--- config.mk ---
export PLATFORM = sky130hd
export DESIGN_NAME = shift_register_ctrl
export DESIGN_NICKNAME = d
export VERILOG_FILES = /design/src/rtl/shift_register_ctrl.sv
export SDC_FILE = /design/constraint.sdc
export NUM_CORES = 1
export LEC_CHECK = 0
export ABC_AREA = 1
export BUFFER_PORTS_ARGS = -buffer_cell sky130_fd_sc_hd__buf_2
export CORE_MARGIN = 2
export CORE_UTILIZATION = 55
export CTS_BUF_LIST = sky130_fd_sc_hd__clkbuf_8 sky130_fd_sc_hd__clkbuf_16
export CTS_CLUSTER_SIZE = 30
export DETAILED_ROUTE_END_ITERATION = 10
export PLACE_DENSITY = 0.82
export SLEW_MARGIN = 10
export SYNTH_ARGS = -nofsm -noshare
export SYNTH_HDL_FRONTEND = slang
export SYNTH_SLANG_ARGS = --single-unit
--- constraint.sdc ---
create_clock -name clk -period 3.3 [get_ports clk]
set_input_delay 0.495 -clock clk [delete_from_list [all_inputs] [get_ports clk]]
set_output_delay 0.495 -clock clk [all_outputs]
set_load 0.05 [all_outputs]
--- src/rtl/shift_register_ctrl.sv ---
// Universal WIDTH-bit register: hold, parallel load and multi-cycle shift/rotate with a busy/done handshake.
// Optional feature: define SHREG_ROTATE_EN to enable ROL (101) / ROR (110); otherwise those codes act as HOLD.
module shift_register_ctrl #(
    parameter int unsigned WIDTH = 8,
    parameter int unsigned CNT_W = $clog2(WIDTH) + 1
) (
    input  logic             clk,
    input  logic             reset,
    input  logic             clear,
    input  logic             start,
    input  logic [2:0]       op,
    input  logic [CNT_W-1:0] amount,
    input  logic [WIDTH-1:0] in,
    input  logic             serial_in,
    output logic [WIDTH-1:0] out,
    output logic             serial_out,
    output logic             busy,
    output logic             done
);

    localparam logic [2:0] OP_HOLD = 3'b000;
    localparam logic [2:0] OP_LOAD = 3'b001;
    localparam logic [2:0] OP_SHL  = 3'b010;
    localparam logic [2:0] OP_SHR  = 3'b011;
    localparam logic [2:0] OP_SAR  = 3'b100;
    localparam logic [2:0] OP_ROL  = 3'b101;
    localparam logic [2:0] OP_ROR  = 3'b110;

    typedef enum logic [1:0] {
        ST_IDLE = 2'b00,
        ST_RUN  = 2'b01,
        ST_DONE = 2'b10
    } state_t;

    state_t           state;
    state_t           state_nxt;
    logic [CNT_W-1:0] cnt;
    logic [CNT_W-1:0] cnt_nxt;
    logic [2:0]       op_q;
    logic [2:0]       op_nxt;
    logic [WIDTH-1:0] data_nxt;
    logic             sout_nxt;
    logic [WIDTH-1:0] shift_data;
    logic             shift_bit;

    // Codes that run the multi-cycle shift engine; everything else completes immediately.
    function automatic logic is_shift_op(input logic [2:0] code);
        logic r;
        r = 1'b0;
        case (code)
            OP_SHL, OP_SHR, OP_SAR: r = 1'b1;
`ifdef SHREG_ROTATE_EN
            OP_ROL, OP_ROR:         r = 1'b1;
`endif
            default:                r = 1'b0;
        endcase
        return r;
    endfunction

    // One-bit step of the latched command.
    always_comb begin
        shift_data = out;
        shift_bit  = serial_out;
        case (op_q)
            OP_SHL: begin
                shift_data = {out[WIDTH-2:0], serial_in};
                shift_bit  = out[WIDTH-1];
            end
            OP_SHR: begin
                shift_data = {serial_in, out[WIDTH-1:1]};
                shift_bit  = out[0];
            end
            OP_SAR: begin
                shift_data = {out[WIDTH-1], out[WIDTH-1:1]};
                shift_bit  = out[0];
            end
`ifdef SHREG_ROTATE_EN
            OP_ROL: begin
                shift_data = {out[WIDTH-2:0], out[WIDTH-1]};
                shift_bit  = out[WIDTH-1];
            end
            OP_ROR: begin
                shift_data = {out[0], out[WIDTH-1:1]};
                shift_bit  = out[0];
            end
`endif
            default: begin
                shift_data = out;
                shift_bit  = serial_out;
            end
        endcase
    end

    // Next-state and datapath update.
    always_comb begin
        state_nxt = state;
        cnt_nxt   = cnt;
        op_nxt    = op_q;
        data_nxt  = out;
        sout_nxt  = serial_out;
        case (state)
            ST_IDLE: begin
                if (start) begin
                    if (is_shift_op(op) && (amount != '0)) begin
                        op_nxt    = op;
                        cnt_nxt   = amount;
                        state_nxt = ST_RUN;
                    end else begin
                        if (op == OP_LOAD) begin
                            data_nxt = in;
                        end
                        state_nxt = ST_DONE;
                    end
                end
            end
            ST_RUN: begin
                data_nxt = shift_data;
                sout_nxt = shift_bit;
                cnt_nxt  = cnt - CNT_W'(1);
                if (cnt == CNT_W'(1)) begin
                    state_nxt = ST_DONE;
                end
            end
            ST_DONE: begin
                state_nxt = ST_IDLE;
            end
            default: begin
                state_nxt = ST_IDLE;
            end
        endcase
    end

    // State register; busy/done are registered decodes of the next state.
    always_ff @(posedge clk) begin
        if (reset || !clear) begin
            state      <= ST_IDLE;
            cnt        <= '0;
            op_q       <= OP_HOLD;
            out        <= '0;
            serial_out <= 1'b0;
            busy       <= 1'b0;
            done       <= 1'b0;
        end else begin
            state      <= state_nxt;
            cnt        <= cnt_nxt;
            op_q       <= op_nxt;
            out        <= data_nxt;
            serial_out <= sout_nxt;
            busy       <= (state_nxt != ST_IDLE);
            done       <= (state_nxt == ST_DONE);
        end
    end

endmodule
==> results of run 1 <==
metrics by stage:
step / cell area, um2 / util / instances / power (mW)
floorplan: 1240 / - / 203 / 0.334
global placement: 1400 / 0.644 / 256 / 0.358
detailed placement: 1400 / 0.644 / 256 / 0.360
CTS: 1450 / 0.670 / 260 / 0.544
global route: 1450 / 0.670 / 260 / 0.570
finish: 1450 / 0.670 / 260 / 0.541
routing by layer:
layer | share of wire | global-route usage | routed length [um] | up-vias
met2 | 0.46 | 0.402 | 1280 | 39
met4 | 0.011 | 0.0921 | 31 | 0
met5 | 0 | 0 | 0 | -
met1 | 0.48 | 0.304 | 1330 | 580
met3 | 0.046 | 0.0345 | 128 | 4
li1 | - | - | - | 690
area by class of cell:
cell class              instances  area [um2]
multi-input cells             151         711
well taps                      28        35.0
fillers                       226         717
clock buffers                   4        55.1
inverters                      27         101
flip-flops and latches         20         400
repair buffers                 30         150
synthesized netlist by cell type:
| cell type | count | area (um2) |
|---|---|---|
| nand2_1 | 61 | 229 |
| nor2_1 | 30 | 113 |
| inv_1 | 25 | 93.8 |
| nand3_1 | 24 | 120 |
| dfxtp_1 | 20 | 400 |
| a21oi_1 | 8 | 40.0 |
| o21ai_0 | 6 | 30.0 |
| nand2_2 | 5 | 31.3 |
| buf_2 | 3 | 15.0 |
| nand3b_1 | 3 | 22.5 |
| ha_1 | 2 | 25.0 |
| inv_2 | 2 | 7.51 |
| nand4_1 | 2 | 12.5 |
| nor2_2 | 2 | 12.5 |
| or2_2 | 2 | 12.5 |
| a22oi_1 | 1 | 7.51 |
| a31oi_1 | 1 | 6.26 |
| buf_6 | 1 | 11.3 |
| clkbuf_1 | 1 | 3.75 |
| nand2_4 | 1 | 11.3 |
| nand3_2 | 1 | 10.0 |
| nor2_4 | 1 | 11.3 |
| o21ai_4 | 1 | 16.3 |
worst paths after layout:
path | start | to | slack [ps] | cells after the start
min | op_q[1] | op_q[1] | 480 | 2
min reg2reg | op_q[1] | op_q[1] | 480 | 2
max reg2reg | state[1] | out[5] | 1740 | 9
max | reset | serial_out | 1670 | 4
worst register-to-register path, delay by kind of cell, from the launching register on:
family,cells,cell delay [ps]
buf+inv,2,230
flops,1,360
compound gates,1,320
simple gates,6,550
placed cells by master, fill, tap and decap left out, types with 3 or more instances in the layout:
master and instances:
a21oi_1 8, buf_2 30, clkbuf_8 4, dfxtp_1 20, inv_1 25, nand2_1 61
nand2_2 5, nand3_1 24, nand3b_1 3, nor2_1 30, o21ai_0 6
sequential cells by signal, indices dropped and copies added (netlist names):
| name | cells |
|---|---|
| busy | 1 |
| cnt | 4 |
| done | 1 |
| op_q | 3 |
| out | 8 |
| serial_out | 1 |
| state | 2 |
kinds of logic (layout without fill, tap and decap cells):
group	Yosys count	in the layout	share of synthesized area
AO/OA/AOI/OAI	17	17	0.0806
adder cells (fa/ha/maj)	2	2	0.0201
buffers and inverters	32	61	0.106
flip-flops	20	20	0.322
AND/OR/NAND/NOR	132	132	0.471
power groups by stage:
| stage | clock, mW | combinational, mW | sequential [mW] |
|---|---|---|---|
| 6_report | 0.185 | 0.101 | 0.254 |
| 5_1_grt | 0.199 | 0.116 | 0.255 |
| 4_1_cts | 0.188 | 0.102 | 0.254 |
| 3_5_place_dp | 0 | 0.100 | 0.260 |
| 3_3_place_gp | 0 | 0.0983 | 0.259 |
| 2_1_floorplan | 0 | 0.0654 | 0.268 |
==> summary.md, run 1 <==
| Metric | Value |
|---|---|
| Status | `finished, final reports clean` |
| Die area | `2660 um2` |
| VDD IR max | `roughly 0.33 mV` |
| CP endpoint kind | `register` |
| Synth cell types | `23` |
| Initial DRC Count | `25` |
| Clock Power Share | `0.343` |
| CTS tree | `done` |
| Register bit total from synthesis | `20` |
| Fin Setup TNS | `0 ps` |
| Combinational power share | `0.188` |
| Final period utilization | `0.494` |
| HPWL Detailed | `1950 um` |
| Via Count | `1313` |
| Switching power | `0.150 mW` |
| Syn Nets | `225` |
| Synth Warn # | `0` |
| Port-buffer cells | `30` |
| DRT Pass-1 Iters | `4` |
| Clk Tree Root Cell | `clkbuf_8` |
| First-pass GRT wire length | `4800 um` |
| Crit path DAT | `1810 ps` |
| Max-cap violation count | `0` |
| Core box area | `between 2000 and 2500 um2` |
| Syn Inst Count | `between 200 and 250` |
| CP max stage delay | `about 800 ps` |
| Die X | `51.5 um` |
| Clk_skew | `5.87 ps` |
| Worst Path Required | `3480 ps` |
| Net Sw Frac | `0.278` |
| Post-synthesis sequential area ratio | `0.322` |
| Maximum clock frequency | `0.614 GHz` |
| Rel. slew slack | `0.299` |
| Pre-CTS setup slack | `roughly 1400 ps` |
| Fin crit period | `1630 ps` |
| H-tree depth | `1` |
| Max-slew violations | `0` |
| Initial Util | `0.573` |
| Largest net degree at the start of global routing | `18` |
| Crit path buf inv count | `1` |
| Detail Route Antenna Nets | `0` |
| Critical Path, Cell by Cell | `buf_2, nor2_1, o21ai_0, a31oi_1` |
| Vias in the first global route | `1170` |
| GP Congestion | `0.845` |
| Synth Cell Area | `1240 um2` |
| Antenna Cells | `0` |
| Cts repair resizes | `0` |
| Critical path fanouts, max | `16` |
| Rows | `17` |
| Synthesis-to-layout area growth | `16.9%` |
| Crit Path Category | `in2reg` |
| Via density per instance | `5.05` |
| Slowest-stage cell, CP | `nor2_1` |
| Static leakage | `around 0.8 nW` |
| I/O Pins | `31` |
| Syn avg cell area | `between 6 and 7 um2` |
| RSZ-0062 raised after global routing | `no` |
| Share of post-route cells with drive strength above 1 | `0.211` |
| DRC errors left | `0` |
| Crit start category | `input pin` |
| Clk_lat worst skew | `260 ps` |
| PwrDens | `372 nW/um2` |
| Die Y | `51.5 um` |
| Register share of total power | `0.470` |
| Worst Tran Pin Value | `1050 ps` |
| Total gr overflow | `0` |
| Setup Buffers After CTS | `0` |
| Routed Wire Length | `~2800 um` |
| Internal | `0.391 mW` |
| GRT Util Overall | `0.237` |
| Reg clk slew, reported paths | `70 ps` |
| CTS hold repair buffers | `0` |
| Setup Viol. Count Final | `0` |
| Clock sinks | `20` |
| Initial antenna violation count | `0` |
| Hold_ws | `481 ps` |
| Final Hold Fails | `0` |
| Hold WC Path Type | `reg2reg` |
| Avg WL per Cell | `10.6 um` |
| Nets | `255` |
| Final WS setup | `1670 ps` |
| CTS Buf Count | `3` |
| Clock buffer depth | `2` |
| Worst path top cell family by delay | `simple AND/OR/NAND/NOR gates` |
(Power assumes the default switching activity.)
==> inputs of run 2 (changes only) <==
CORE_UTILIZATION = 52   (was 55)
PLACE_DENSITY = 0.78   (was 0.82)
clock period = 1.5 ns   (was 3.3 ns; I/O delays follow)
==> run 2 against run 1 <==
  * Sequential share of layout area down 0.67 points
  * Design area up 2.5%
  * Routed wire length up 12%
  * Final cell count up 1.2%
  * Critical path depth up 6
  * Clock skew down 3.5 ps
  * Global-route usage up 2.3 points
  * Sequential cell count unchanged
  * Clock power up 89%
  * Die area up 5.3%
==> summary.md, run 2 (same netlist as run 1, synthesis figures left out) <==
| Metric | Value |
|---|---|
| Fin Setup TNS | `0 ps (unchanged)` |
| Reg with most FFs | `out (unchanged)` |
| Worst Path Required | `1660 ps (was 3480 ps)` |
| M1 WL | `1350 um (was 1330 um)` |
| Setup Viol. Count Final | `0 (unchanged)` |
| Metal3 WL | `142 um (was 128 um)` |
| Max FFs per register | `8 (unchanged)` |
| Via density per instance | `5.17 (was 5.05)` |
| Crit path DAT | `1550 ps (was 1810 ps)` |
| Port-buffer cells | `30 (unchanged)` |
| Crit Path Category | `reg2reg (was in2reg)` |
| DP Cell Count | `259 (was 256)` |
| Max-cap violation count | `0 (unchanged)` |
| Critical Path, Cell by Cell | `inv_2, nand2_4, inv_2, nand2_2, nand2_2, o21ai_4, buf_12, nand2_1, nand2_1, nor2_1 (was buf_2, nor2_1, o21ai_0, a31oi_1)` |
| Largest net degree at the start of global routing | `17 (was 18)` |
| Design area | `1490 um2 (was 1450 um2)` |
| CP endpoint kind | `register (unchanged)` |
| Top layer in use | `met4 (unchanged)` |
| Die Y | `52.9 um (was 51.5 um)` |
| VDD IR max | `0.728 mV (was 0.334 mV)` |
| Routed Wire Length | `3090 um (was 2770 um)` |
| Hold WC Path Type | `in2reg (was reg2reg)` |
| Critical path fanouts, max | `13 (was 16)` |
| Via Count | `1361 (was 1313)` |
| Avg WL per Cell | `11.8 um (was 10.6 um)` |
| Clk_skew | `2.38 ps (was 5.87 ps)` |
| GP Congestion | `0.866 (was 0.845)` |
| Clock buffer depth | `2 (unchanged)` |
| Share of post-route cells with drive strength above 1 | `0.221 (was 0.211)` |
| Die X | `52.9 um (was 51.5 um)` |
| DRT Pass-1 Iters | `4 (unchanged)` |
| Non-filler cells, final | `263 (was 260)` |
| Initial Util | `0.556 (was 0.573)` |
| Fin crit period | `1390 ps` |
| CP max stage delay | `380 ps (was 790 ps)` |
| Reg clk slew, reported paths | `70 ps (about the same)` |
| CTS Buf Count | `3 (unchanged)` |
| Vias in the first global route | `1322 (was 1170)` |
| Die area | `2800 um2 (was 2660 um2)` |
| Rel. slew slack | `0.836 (was 0.299)` |
| RSZ-0062 raised after global routing | `no (unchanged)` |
| Antenna Cells | `0 (unchanged)` |
| CTS hold repair buffers | `0 (unchanged)` |
| Most frequent cells in the layout | `61 x nand2_1, 30 x nor2_1, 30 x buf_2, 25 x inv_1, 24 x nand3_1 (unchanged)` |
| Initial DRC Count | `33 (was 25)` |
| Area after DPL | `1420 um2 (was 1400 um2)` |
| GRT Util Overall | `0.260 (was 0.237)` |
| Nets | `259 (was 255)` |
| Core box area | `2230 um2 (was 2170 um2)` |
| HPWL Detailed | `2350 um (was 1950 um)` |
| Final period utilization | `0.930` |
| DRC errors left | `0 (unchanged)` |
| Detail Route Antenna Nets | `0 (unchanged)` |
| Static leakage | `0.806 nW (was 0.787 nW)` |
| Crit start category | `register (was input pin)` |
| Met2 wire length | `1490 um (was 1280 um)` |
| Clk Tree Root Cell | `clkbuf_8 (unchanged)` |
| Total gr overflow | `0 (unchanged)` |
| Slowest-stage cell, CP | `dfxtp_1 (was nor2_1)` |
| Rows | `17 (unchanged)` |
| Worst Tran Pin Value | `243 ps (was 1050 ps)` |
| Max-slew violations | `0 (unchanged)` |
| H-tree depth | `1 (unchanged)` |
| CTS tree | `done (unchanged)` |
| Clock sinks | `20 (unchanged)` |
| PwrDens | `771 nW/um2 (was 372 nW/um2)` |
| Fillers | `210 (was 226)` |
| First-pass GRT wire length | `5330 um (was 4800 um)` |
| Final Hold Fails | `0 (unchanged)` |
| Clk_lat worst skew | `250 ps (was 260 ps)` |
| Initial antenna violation count | `0 (unchanged)` |
| Synthesis-to-layout area growth | `19.8% (was 16.9%)` |
| Commonest non-fill, non-tap cell in the layout | `nand2_1 (unchanged)` |
| Status | `finished, final reports clean (unchanged)` |
| Maximum clock frequency | `between 0.7 and 0.8 GHz` |
| I/O Pins | `31 (unchanged)` |
| Largest regs | `out x8, cnt x4, op_q x3 (unchanged)` |
[run 2: cell count changes in the layout (fill, tap and decap cells not counted), sizes merged]
cell	before	now
buf	30	34
clkbuf	4	3
[run 2: stage by stage]
step,setup WS [ps],power (mW),hold slack (ps),util
after floorplan,291,0.734,377,-
after global placement,148,0.790,463,0.636
after detailed placement,105,0.801,462,0.636
after CTS,83.1,1.15,225,0.654
after global routing,4.72,1.20,268,0.667
final,106,1.15,229,0.667
[run 2: critical path: cells and delay by family, from the launching register on]
family / cells / cell delay (ps)
buffers and inverters: 3 / 320
AOI/OAI and AO/OA: 1 / 180
DFF: 1 / 380
and+or+nand+nor: 6 / 420
[run 2: final timing paths]
path	from	endpoint	slack, ps	cells after the start
hold / removal	start	busy	230	3
hold reg to reg	op_q[1]	op_q[1]	470	2
setup / recovery	state[1]	out[5]	110	10
setup reg to reg	state[1]	out[5]	110	10
[run 2: report_power, final]
| group | internal, mW | leakage (nW) | switching [mW] |
|---|---|---|---|
| Combinational | 0.0879 | 0.622 | 0.151 |
| Clock | 0.179 | 0.0216 | 0.171 |
| Sequential | 0.547 | 0.162 | 0.0126 |
| Total | 0.813 | 0.806 | 0.335 |
[run 2: cell type report]
cell class	instances	area, um2	share of cell area
timing repair buffer	34	193	0.129
clock buffer	3	41.3	0.0277
tap	28	35.0	0.0235
multi-input combinational	151	718	0.482
sequential	20	400	0.269
inverter	27	101	0.0681
[run 2: routing by layer]
| layer | vias up | GRT usage |
|---|---|---|
| met5 | - | 0 |
| met4 | 0 | 0.154 |
| met3 | 14 | 0.0452 |
| met2 | 42 | 0.433 |
| met1 | 611 | 0.309 |
| li1 | 694 | - |
[run 2: timing repair]
item / CTS / global route
resized for setup: 0 / 1
buffers inserted: 0 / 1
setup endpoints to repair: 0 / 7
==> inputs of run 3 (changes only) <==
PLACE_DENSITY = 0.79   (was 0.78)
==> run 3 against run 2 <==
  * Fmax grew 3.0%
  * Die area is the same
  * Clock power grew 2%
  * Register-to-register slack gained 40 ps
  * Clock-buffer cell count is the same
  * Sequential cell count is the same
  * Largest cell class unchanged
==> summary.md, run 3 (same netlist as run 1, synthesis figures left out) <==
| Metric | Value |
|---|---|
| Clock sinks | `20 (unchanged)` |
| Combinational power share | `0.204 (was 0.208)` |
| Nets | `260 (was 259)` |
| R2r setup slk | `150 ps (was 110 ps)` |
| CTS tree | `done (unchanged)` |
| Final Hold Fails | `0 (unchanged)` |
| Initial DRC Count | `15 (was 33)` |
| Register share of total power | `0.485 (was 0.487)` |
| Met3 GRT Util | `0.0339 (was 0.0452)` |
| Worst hold path depth | `3 (unchanged)` |
| Worst r2r path cells | `7 (was 10)` |
| Fin crit period | `1350 ps (was 1390 ps)` |
| Via Count | `1296 (was 1361)` |
| Fin Setup TNS | `0 ps (unchanged)` |
| Status | `finished, final reports clean (unchanged)` |
| Max-cap violation count | `0 (unchanged)` |
| Core box area | `2230 um2 (unchanged)` |
| Most frequent cells in the layout | `61 x nand2_1, 30 x nor2_1, 30 x buf_2, 25 x inv_1, 24 x nand3_1 (unchanged)` |
| Internal | `0.814 mW (was 0.813 mW)` |
| Crit path DAT | `1510 ps (was 1550 ps)` |
| Reg clk slew, reported paths | `70 ps (about the same)` |
| Net Sw Frac | `0.293 (was 0.292)` |
| Share of post-route cells with drive strength above 1 | `0.225 (was 0.221)` |
| Largest regs | `out x8, cnt x4, op_q x3 (unchanged)` |
| HP Start | `op[1] (was start)` |
| CP endpoint kind | `register (unchanged)` |
| PwrDens | `773 nW/um2 (was 771 nW/um2)` |
| Die Y | `52.9 um (unchanged)` |
| Rel. slew slack | `0.820 (was 0.836)` |
| GP Congestion | `0.825 (was 0.866)` |
| Clock buffer depth | `2 (unchanged)` |
| Commonest non-fill, non-tap cell in the layout | `nand2_1 (unchanged)` |
| HPWL Detailed | `2050 um (was 2350 um)` |
| Avg WL per Cell | `10.5 um (was 11.8 um)` |
| DRT Pass-1 Iters | `4 (unchanged)` |
| Antenna Cells | `0 (unchanged)` |
| Die X | `52.9 um (unchanged)` |
| Fillers | `237 (was 210)` |
| Reg with most FFs | `out (unchanged)` |
| Vias in the first global route | `1075 (was 1322)` |
| First-pass GRT wire length | `4490 um (was 5330 um)` |
| Maximum clock frequency | `0.739 GHz (was 0.717 GHz)` |
| Detail Route Antenna Nets | `0 (unchanged)` |
| Crit Path Category | `reg2reg (unchanged)` |
| Non-filler cells, final | `264 (was 263)` |
| Clk_lat worst skew | `260 ps (was 250 ps)` |
| Final period utilization | `0.902 (was 0.930)` |
| Initial antenna violation count | `0 (unchanged)` |
| DP Cell Count | `260 (was 259)` |
| Die area | `2800 um2 (unchanged)` |
| Crit Reg-Reg Startpoint | `op_q[1] (was state[1])` |
| Total gr overflow | `0 (unchanged)` |
| Hold WC Path Type | `in2reg (unchanged)` |
| Worst Tran Pin Value | `270 ps (was 243 ps)` |
| RR Endpoint | `out[6] (was out[5])` |
| Rows | `17 (unchanged)` |
| Gr busiest metal | `met2 (unchanged)` |
| Initial Util | `0.556 (unchanged)` |
| Max FFs per register | `8 (unchanged)` |
| H-tree depth | `1 (unchanged)` |
| VDD IR max | `0.549 mV (was 0.728 mV)` |
| Setup Viol. Count Final | `0 (unchanged)` |
| Via density per instance | `4.91 (was 5.17)` |
| Critical path fanouts, max | `14 (was 13)` |
| Endpoint, Worst Hold | `op_q[1] (was busy)` |
| Fin util | `0.667 (unchanged)` |
| Worst Path Required | `1660 ps (about the same)` |
| Clk Tree Root Cell | `clkbuf_8 (unchanged)` |
| Port-buffer cells | `30 (unchanged)` |
| Clock Power Share | `0.311 (was 0.305)` |
| Max-slew violations | `0 (unchanged)` |
| CTS Buf Count | `3 (unchanged)` |
| DRC errors left | `0 (unchanged)` |
| Static leakage | `0.809 nW (was 0.806 nW)` |
| Crit start category | `register (unchanged)` |
| Synthesis-to-layout area growth | `19.8% (unchanged)` |
| GRT Util Overall | `0.217 (was 0.260)` |
| RSZ-0062 raised after global routing | `no (unchanged)` |
| I/O Pins | `31 (unchanged)` |
| Largest net degree at the start of global routing | `17 (unchanged)` |
| Clk_skew | `3.40 ps (was 2.38 ps)` |
| Switching power | `0.337 mW (was 0.335 mW)` |
| Tot Pwr | `1.15 mW (about the same)` |
| GR Layer Usage met1 | `0.282 (was 0.309)` |
| Routed Wire Length | `2790 um (was 3090 um)` |
| Met2 usage | `0.367 (was 0.433)` |
==> run 3: power groups by stage <==
stage	clock, mW	sequential [mW]	combinational [mW]
3_3_place_gp	0	0.570	0.226
3_5_place_dp	0	0.571	0.228
6_report	0.358	0.558	0.234
4_1_cts	0.361	0.558	0.230
5_1_grt	0.383	0.560	0.267
2_1_floorplan	0	0.590	0.144
==> run 3: metrics by stage <==
step / setup slack [ps] / instance area, um2 / hold slack [ps]
after floorplan: 291 / 1240 / 377
after global placement: 175 / 1430 / 457
after detailed placement: 113 / 1430 / 459
after CTS: 97.7 / 1470 / 255
after global routing: 17.2 / 1490 / 282
final: 147 / 1490 / 253
==> run 3: final cells by class <==
cell class,count,area [um2],share of cell area
multi-input combinational,151,711,0.477
sequential,20,400,0.269
timing repair buffer,35,200,0.134
inverter,27,101,0.0681
clock buffer,3,41.3,0.0277
tap,28,35.0,0.0235
==> run 3: per-layer routing <==
layer  part of all wire  wire length [um]
met2               0.47              1320
met3              0.049               137
met1               0.47              1300
met4              0.010                29
met5                  0                 0
==> run 3: repair_timing <==
item	in CTS	in global routing
hold buffers	0	0
gates resized for setup	0	0
endpoints found under the setup margin	0	6
setup buffers	0	1
==> run 3: worst max-delay path by stage <==
stage / cells past startpoint / slack (ps) / end / startpoint
floorplan: 7 / 290 / cnt[2] / cnt[0]
global placement: 9 / 180 / out[0] / state[1]
detailed placement: 9 / 110 / out[1] / state[1]
CTS: 9 / 100 / out[1] / state[1]
global route: 7 / 20 / cnt[2] / state[0]
finish: 7 / 150 / out[6] / op_q[1]
==> run 3: critical path, stage by stage (launching register included) <==
cell	delay [ps]
dfxtp_1	310
inv_1	120
nand3_2	230
nor2_2	200
o21ai_4	70
buf_12	150
nor2_1	110
nor2_1	50
